$ cat config.mk
export PLATFORM = sky130hd
export DESIGN_NAME = out_arbiter
export DESIGN_NICKNAME = d
export VERILOG_FILES = /design/src/rtl/out_arbiter.sv
export SDC_FILE = /design/constraint.sdc
export NUM_CORES = 2
export LEC_CHECK = 0
export ABC_AREA = 1
export CORE_AREA = 2 2 408 410
export DETAILED_ROUTE_END_ITERATION = 7
export DIE_AREA = 0 0 410 412
export PLACE_DENSITY = 0.39
export RECOVER_POWER = 50
export SYNTH_ARGS = -nofsm -noshare
export SYNTH_HDL_FRONTEND = slang
export SYNTH_SLANG_ARGS = --single-unit
$ cat constraint.sdc
create_clock -name clk -period 22.5 [get_ports clk]
set_clock_uncertainty 0.15 [all_clocks]
set_input_delay 2.25 -clock clk [delete_from_list [all_inputs] [get_ports clk]]
set_output_delay 2.25 -clock clk [all_outputs]
set_load 0.005 [all_outputs]
$ cat src/rtl/out_arbiter.sv
// out_arbiter: round-robin collector of per-core results into a small output FIFO.
// Optional saturating stall counter (stall_cnt port) is built when OUT_ARBITER_STALL_CNT_EN is defined.
module out_arbiter #(
  parameter int NCORES = 34,
  parameter int DW     = 28,
  parameter int DEPTH  = 4
) (
  input  logic                 clk,
  input  logic                 rst,
  input  logic [NCORES-1:0]    core_vld,
  input  logic [NCORES*DW-1:0] core_data,
  output logic [NCORES-1:0]    core_ack,
  output logic                 out_valid,
  output logic [DW-1:0]        out_data,
  output logic [5:0]           out_core,
  input  logic                 out_ready
`ifdef OUT_ARBITER_STALL_CNT_EN
  ,
  output logic [15:0]          stall_cnt
`endif
);

  localparam int IW = $clog2(NCORES);
  localparam int AW = $clog2(DEPTH);
  localparam int EW = 6 + DW;

  logic [NCORES-1:0] ack_q, ack_d;
  logic [IW-1:0]     ptr_q, ptr_d;
  logic [AW:0]       wr_q, wr_d, rd_q, rd_d;
  logic              armed_q;
  logic [EW-1:0]     mem_q [DEPTH];

  logic [NCORES-1:0] eligible_s;
  logic              pop_s, full_s, empty_s, can_push_s;
  logic              found_s, grant_s;
  logic [IW-1:0]     gnt_idx_s;
  logic [7:0]        cand_s;
  logic [EW-1:0]     wr_entry_s;

  // A core whose ack is currently high has already been taken; never grant it twice.
  assign eligible_s = core_vld & ~ack_q;
  assign empty_s    = (wr_q == rd_q);
  assign full_s     = (wr_q[AW] != rd_q[AW]) && (wr_q[AW-1:0] == rd_q[AW-1:0]);
  assign pop_s      = ~empty_s & out_ready;
  assign can_push_s = ~full_s | pop_s;

  // Round-robin search starting one past the last granted core, wrapping at NCORES.
  always_comb begin
    found_s   = 1'b0;
    gnt_idx_s = {IW{1'b0}};
    cand_s    = 8'd0;
    for (int i = 0; i < NCORES; i++) begin
      cand_s = 8'(ptr_q) + 8'(i) + 8'd1;
      if (cand_s >= 8'(NCORES)) begin
        cand_s = cand_s - 8'(NCORES);
      end else begin
        cand_s = cand_s;
      end
      if (!found_s && eligible_s[cand_s[IW-1:0]]) begin
        found_s   = 1'b1;
        gnt_idx_s = cand_s[IW-1:0];
      end else begin
        found_s   = found_s;
        gnt_idx_s = gnt_idx_s;
      end
    end
  end

  // Grant, pointer and FIFO index next-state.
  always_comb begin
    ack_d      = {NCORES{1'b0}};
    ptr_d      = ptr_q;
    wr_d       = wr_q;
    rd_d       = rd_q;
    grant_s    = found_s & armed_q & can_push_s;
    wr_entry_s = {6'(gnt_idx_s), core_data[32'(gnt_idx_s) * DW +: DW]};
    if (grant_s) begin
      ack_d = {{(NCORES-1){1'b0}}, 1'b1} << gnt_idx_s;
      ptr_d = gnt_idx_s;
      wr_d  = wr_q + {{AW{1'b0}}, 1'b1};
    end else begin
      ack_d = {NCORES{1'b0}};
      ptr_d = ptr_q;
      wr_d  = wr_q;
    end
    if (pop_s) begin
      rd_d = rd_q + {{AW{1'b0}}, 1'b1};
    end else begin
      rd_d = rd_q;
    end
  end

  // Control state; armed_q holds off grants for the first cycle after reset release.
  always_ff @(posedge clk or posedge rst) begin
    if (rst) begin
      ack_q   <= {NCORES{1'b0}};
      ptr_q   <= IW'(NCORES - 1);
      wr_q    <= {(AW+1){1'b0}};
      rd_q    <= {(AW+1){1'b0}};
      armed_q <= 1'b0;
    end else begin
      ack_q   <= ack_d;
      ptr_q   <= ptr_d;
      wr_q    <= wr_d;
      rd_q    <= rd_d;
      armed_q <= 1'b1;
    end
  end

  // FIFO storage; cleared on reset so the head reads zero while empty after reset.
  always_ff @(posedge clk or posedge rst) begin
    if (rst) begin
      for (int j = 0; j < DEPTH; j++) begin
        mem_q[j] <= {EW{1'b0}};
      end
    end else if (grant_s) begin
      mem_q[wr_q[AW-1:0]] <= wr_entry_s;
    end else begin
      mem_q[wr_q[AW-1:0]] <= mem_q[wr_q[AW-1:0]];
    end
  end

  assign core_ack  = ack_q;
  assign out_valid = ~empty_s;
  assign out_core  = mem_q[rd_q[AW-1:0]][EW-1:DW];
  assign out_data  = mem_q[rd_q[AW-1:0]][DW-1:0];

`ifdef OUT_ARBITER_STALL_CNT_EN
  logic [15:0] stall_q, stall_d;

  // Count cycles where a core is waiting but the FIFO cannot accept it.
  always_comb begin
    stall_d = stall_q;
    if (full_s && !pop_s && (|eligible_s) && (stall_q != 16'hFFFF)) begin
      stall_d = stall_q + 16'd1;
    end else begin
      stall_d = stall_q;
    end
  end

  // Stall counter register.
  always_ff @(posedge clk or posedge rst) begin
    if (rst) begin
      stall_q <= 16'd0;
    end else begin
      stall_q <= stall_d;
    end
  end

  assign stall_cnt = stall_q;
`endif

endmodule
==> qor.csv <==
stage;metric;value;unit
status;status;finished with violations;
status;failing checks;max-capacitance violations, max-slew violations;
clock_tree;Worst-path clk slew;0.08;ns
final_layout;most frequent cells in the layout;nand2_1 (2945), clkdlybuf4s50_1 (1025), nand3_1 (828);
setup_path;slowest CP cell;o21ai_0;
timing;# setup viols final;0;
yosys;number of synthesized flops with an enable pin;0;
die;Die Height;412;microns
clock_tree;cts hold-fix bufs;0;
hold_path;Hold Path Depth;1;
die;Site Rows;149;
setup_path;most used cell, CP;nand2_1;
setup_path;worst reg2reg path startpoint;ptr_q[1];
timing;Final Hold Vio Count;0;
drt;DRT iter0 DRCs;4862;
yosys;YS warnings;0;
global_routing;GRT Total Usage;32.1;%
clock_tree;Clock Latency Late Sink;0.47;ns
yosys;Mapped Area;0.0337;sq mm
setup_path;WS Path Type;reg2reg;
setup_path;Worst path max stage delay;0.87;ns
global_routing;initial antenna violation count;42;
die;core area;0.164;sq mm
drt;router iterations before antenna repair;8;
timing;Final Cycle Share;55.1;%
timing;Slew @ Worst Pin;3.81;ns
yosys;Async SR Flop Fraction;100;%
die;I/O pin count;1058;
hold_path;end of the worst hold path;wr_q[2];
final_layout;layout cells sized above 1;4.25;%
timing;Final min period;12.39;ns
die;Die Area;0.169;sq mm
setup_path;CP Max Fanout;159;
drt;DRC Markers;0;
yosys;Synth area leader;nand2_1;
final_layout;Total Nets Final;8404;
setup_path;Reg2Reg Depth;50;
place;Detailed Place HPWL;226000;microns
hold_path;HP Class;reg2reg;
clock_tree;CTS tree;built;
setup_path;setup slack, reg-to-reg;10.11;ns
clock_tree;clock buffer depth;2;
hold_path;HP Start;wr_q[2];
drt;DR vias;48900;
global_routing;vias in the first global route;46400;
place;GPL Wtd Cong;0.993;
drt;WL final;283000;microns
global_routing;largest net degree at the start of global routing;160;
job;Max-Cap Viols;4;
drt;antenna-violating nets left;0;
yosys;Syn Nets;7616;
clock_tree;Sink Count;183;
global_routing;grt ovf;0;
global_routing;first-pass GRT wire length;382000;microns
drt;vias per cell;5.10;
place;Port-buffer cells;1057;
final_layout;area delta synth->final;38.0;%
yosys;top post-synthesis cells by area;nand2_1 (33%), dfrtp_1 (13%), nand3_1 (12%), o21ai_0 (7.9%), inv_1 (4.9%);
setup_path;Arr. time, crit path;12.65;ns
setup_path;CP required;22.76;ns
yosys;synthesized area per cell;5.12;sq um
timing;setup TNS;0;ns
clock_tree;Post-CTS Resized;0;
die;starting density of the core;20.5;%
drt;wire per inst;29.5;microns
clock_tree;root buffer cell;clkbuf_16;
clock_tree;Num CTS Buffers;17;
timing;RSZ-0062 raised after global routing;no;
setup_path;r2r endpoint;mem_q[7];
setup_path;Critical Path Sink Type;flop;
yosys;post-synthesis sequential area ratio;13.6;%
yosys;post-synthesis cell count;6582;
clock_tree;postcts setup bufs;0;
timing;Slew headroom;-155;%
yosys;Yosys reg bits;183;
timing;Fmax achieved;80.7;MHz
die;die width;410;microns
setup_path;CP delay by family, top;simple AND/OR/NAND/NOR gates;
yosys;Yosys cell types;65;
final_layout;fillers;19000;
clock_tree;H-Tree Depth;4;
yosys;Primary FF master, synth;dfrtp_1;
final_layout;most common cell after layout, fill and taps aside;nand2_1;
yosys;share of the synthesized area in the top cell type;32.8;%
setup_path;Worst setup SP type;flop;
timing;Pins Over Slew Limit;236;
setup_path;worst path bufs/invs;11;
per-layer routing:
| metal | track usage [%] | wire, microns | up-vias |
|---|---|---|---|
| li1 | - | - | 22900 |
| met2 | 54.3 | 133000 | 2232 |
| met4 | 16.5 | 16900 | 20 |
| met5 | 0 | 145 | - |
| met1 | 39.3 | 114000 | 23400 |
| met3 | 4.78 | 18600 | 394 |
worst max-delay path by stage:
| stage | start | to | slack [ns] | depth (start not counted) |
|---|---|---|---|---|
| floorplan | ptr_q[1] | mem_q[22] | 14.64 | 55 |
| global placement | ptr_q[1] | mem_q[76] | 10.03 | 50 |
| detailed placement | ptr_q[1] | mem_q[76] | 10.04 | 50 |
| CTS | ptr_q[1] | mem_q[8] | 9.99 | 50 |
| global route | ptr_q[1] | mem_q[76] | 9.36 | 50 |
| finish | ptr_q[1] | mem_q[7] | 10.11 | 50 |
stage by stage:
stage                     worst slack (ns)  instance area, sq um  util [%]  hold slack, ns  std cells
after CTS                             9.99                 46500      28.3           0.345       9572
after floorplan                      14.64                 33700         -           0.310       6582
after global placement               10.03                 45900      27.9           0.330       9540
after detailed placement             10.04                 45900      27.9           0.327       9540
final                                10.11                 46500      28.3           0.345       9589
after global routing                  9.36                 46500      28.3           0.357       9581
cell type report:
| class | count | area (sq um) | area share [%] |
|---|---|---|---|
| Sequential cell | 183 | 4580 | 9.86 |
| Inverter | 506 | 1920 | 4.13 |
| Multi-Input combinational cell | 5505 | 25300 | 54.4 |
| Antenna cell | 17 | 42.5 | 0.0915 |
| Clock buffer | 17 | 425 | 0.915 |
| Tap cell | 2189 | 2740 | 5.89 |
| Clock inverter | 15 | 154 | 0.331 |
| Timing Repair Buffer | 1157 | 11300 | 24.4 |
synth_stat cells, types with 7 or more instances:
master,n
nor2_1,393
o31ai_1,20
buf_6,27
clkinv_1,12
ha_1,45
a31o_2,7
or2_2,16
dfrtp_1,181
inv_2,53
nor2_2,8
inv_1,439
o21a_1,11
buf_4,45
o221ai_1,36
clkbuf_1,140
xor2_1,75
o21ai_1,49
nand3b_1,10
xnor2_1,15
nor3_1,32
o311ai_0,16
o22ai_1,56
o211ai_1,67
a31oi_1,13
buf_1,13
nand3_1,828
nand4_1,42
nand2_1,2946
buf_2,161
nand2_2,22
o21ai_0,530
a21oi_1,196
sequential cells by signal, indices dropped and copies added, names as in the netlist:
signal and count:
rd_q 3, ptr_q 6, core_ack 34, armed_q 1, mem_q 136, wr_q 3
cell families after synthesis:
family,Yosys count,share of synthesized area [%]
AOI/OAI and AO/OA,1033,17.4
xor gates and xnor gates,95,2.61
adders and majority gates,45,1.67
buffers and inverters,894,11.8
DFF,183,13.6
muxes,2,0.0594
other,1,0.0111
and+or+nand+nor,4329,52.9
Power is left out: the tool's default activity adds up to more than one toggle a clock period on the data nets, which glitch-free logic cannot reach.
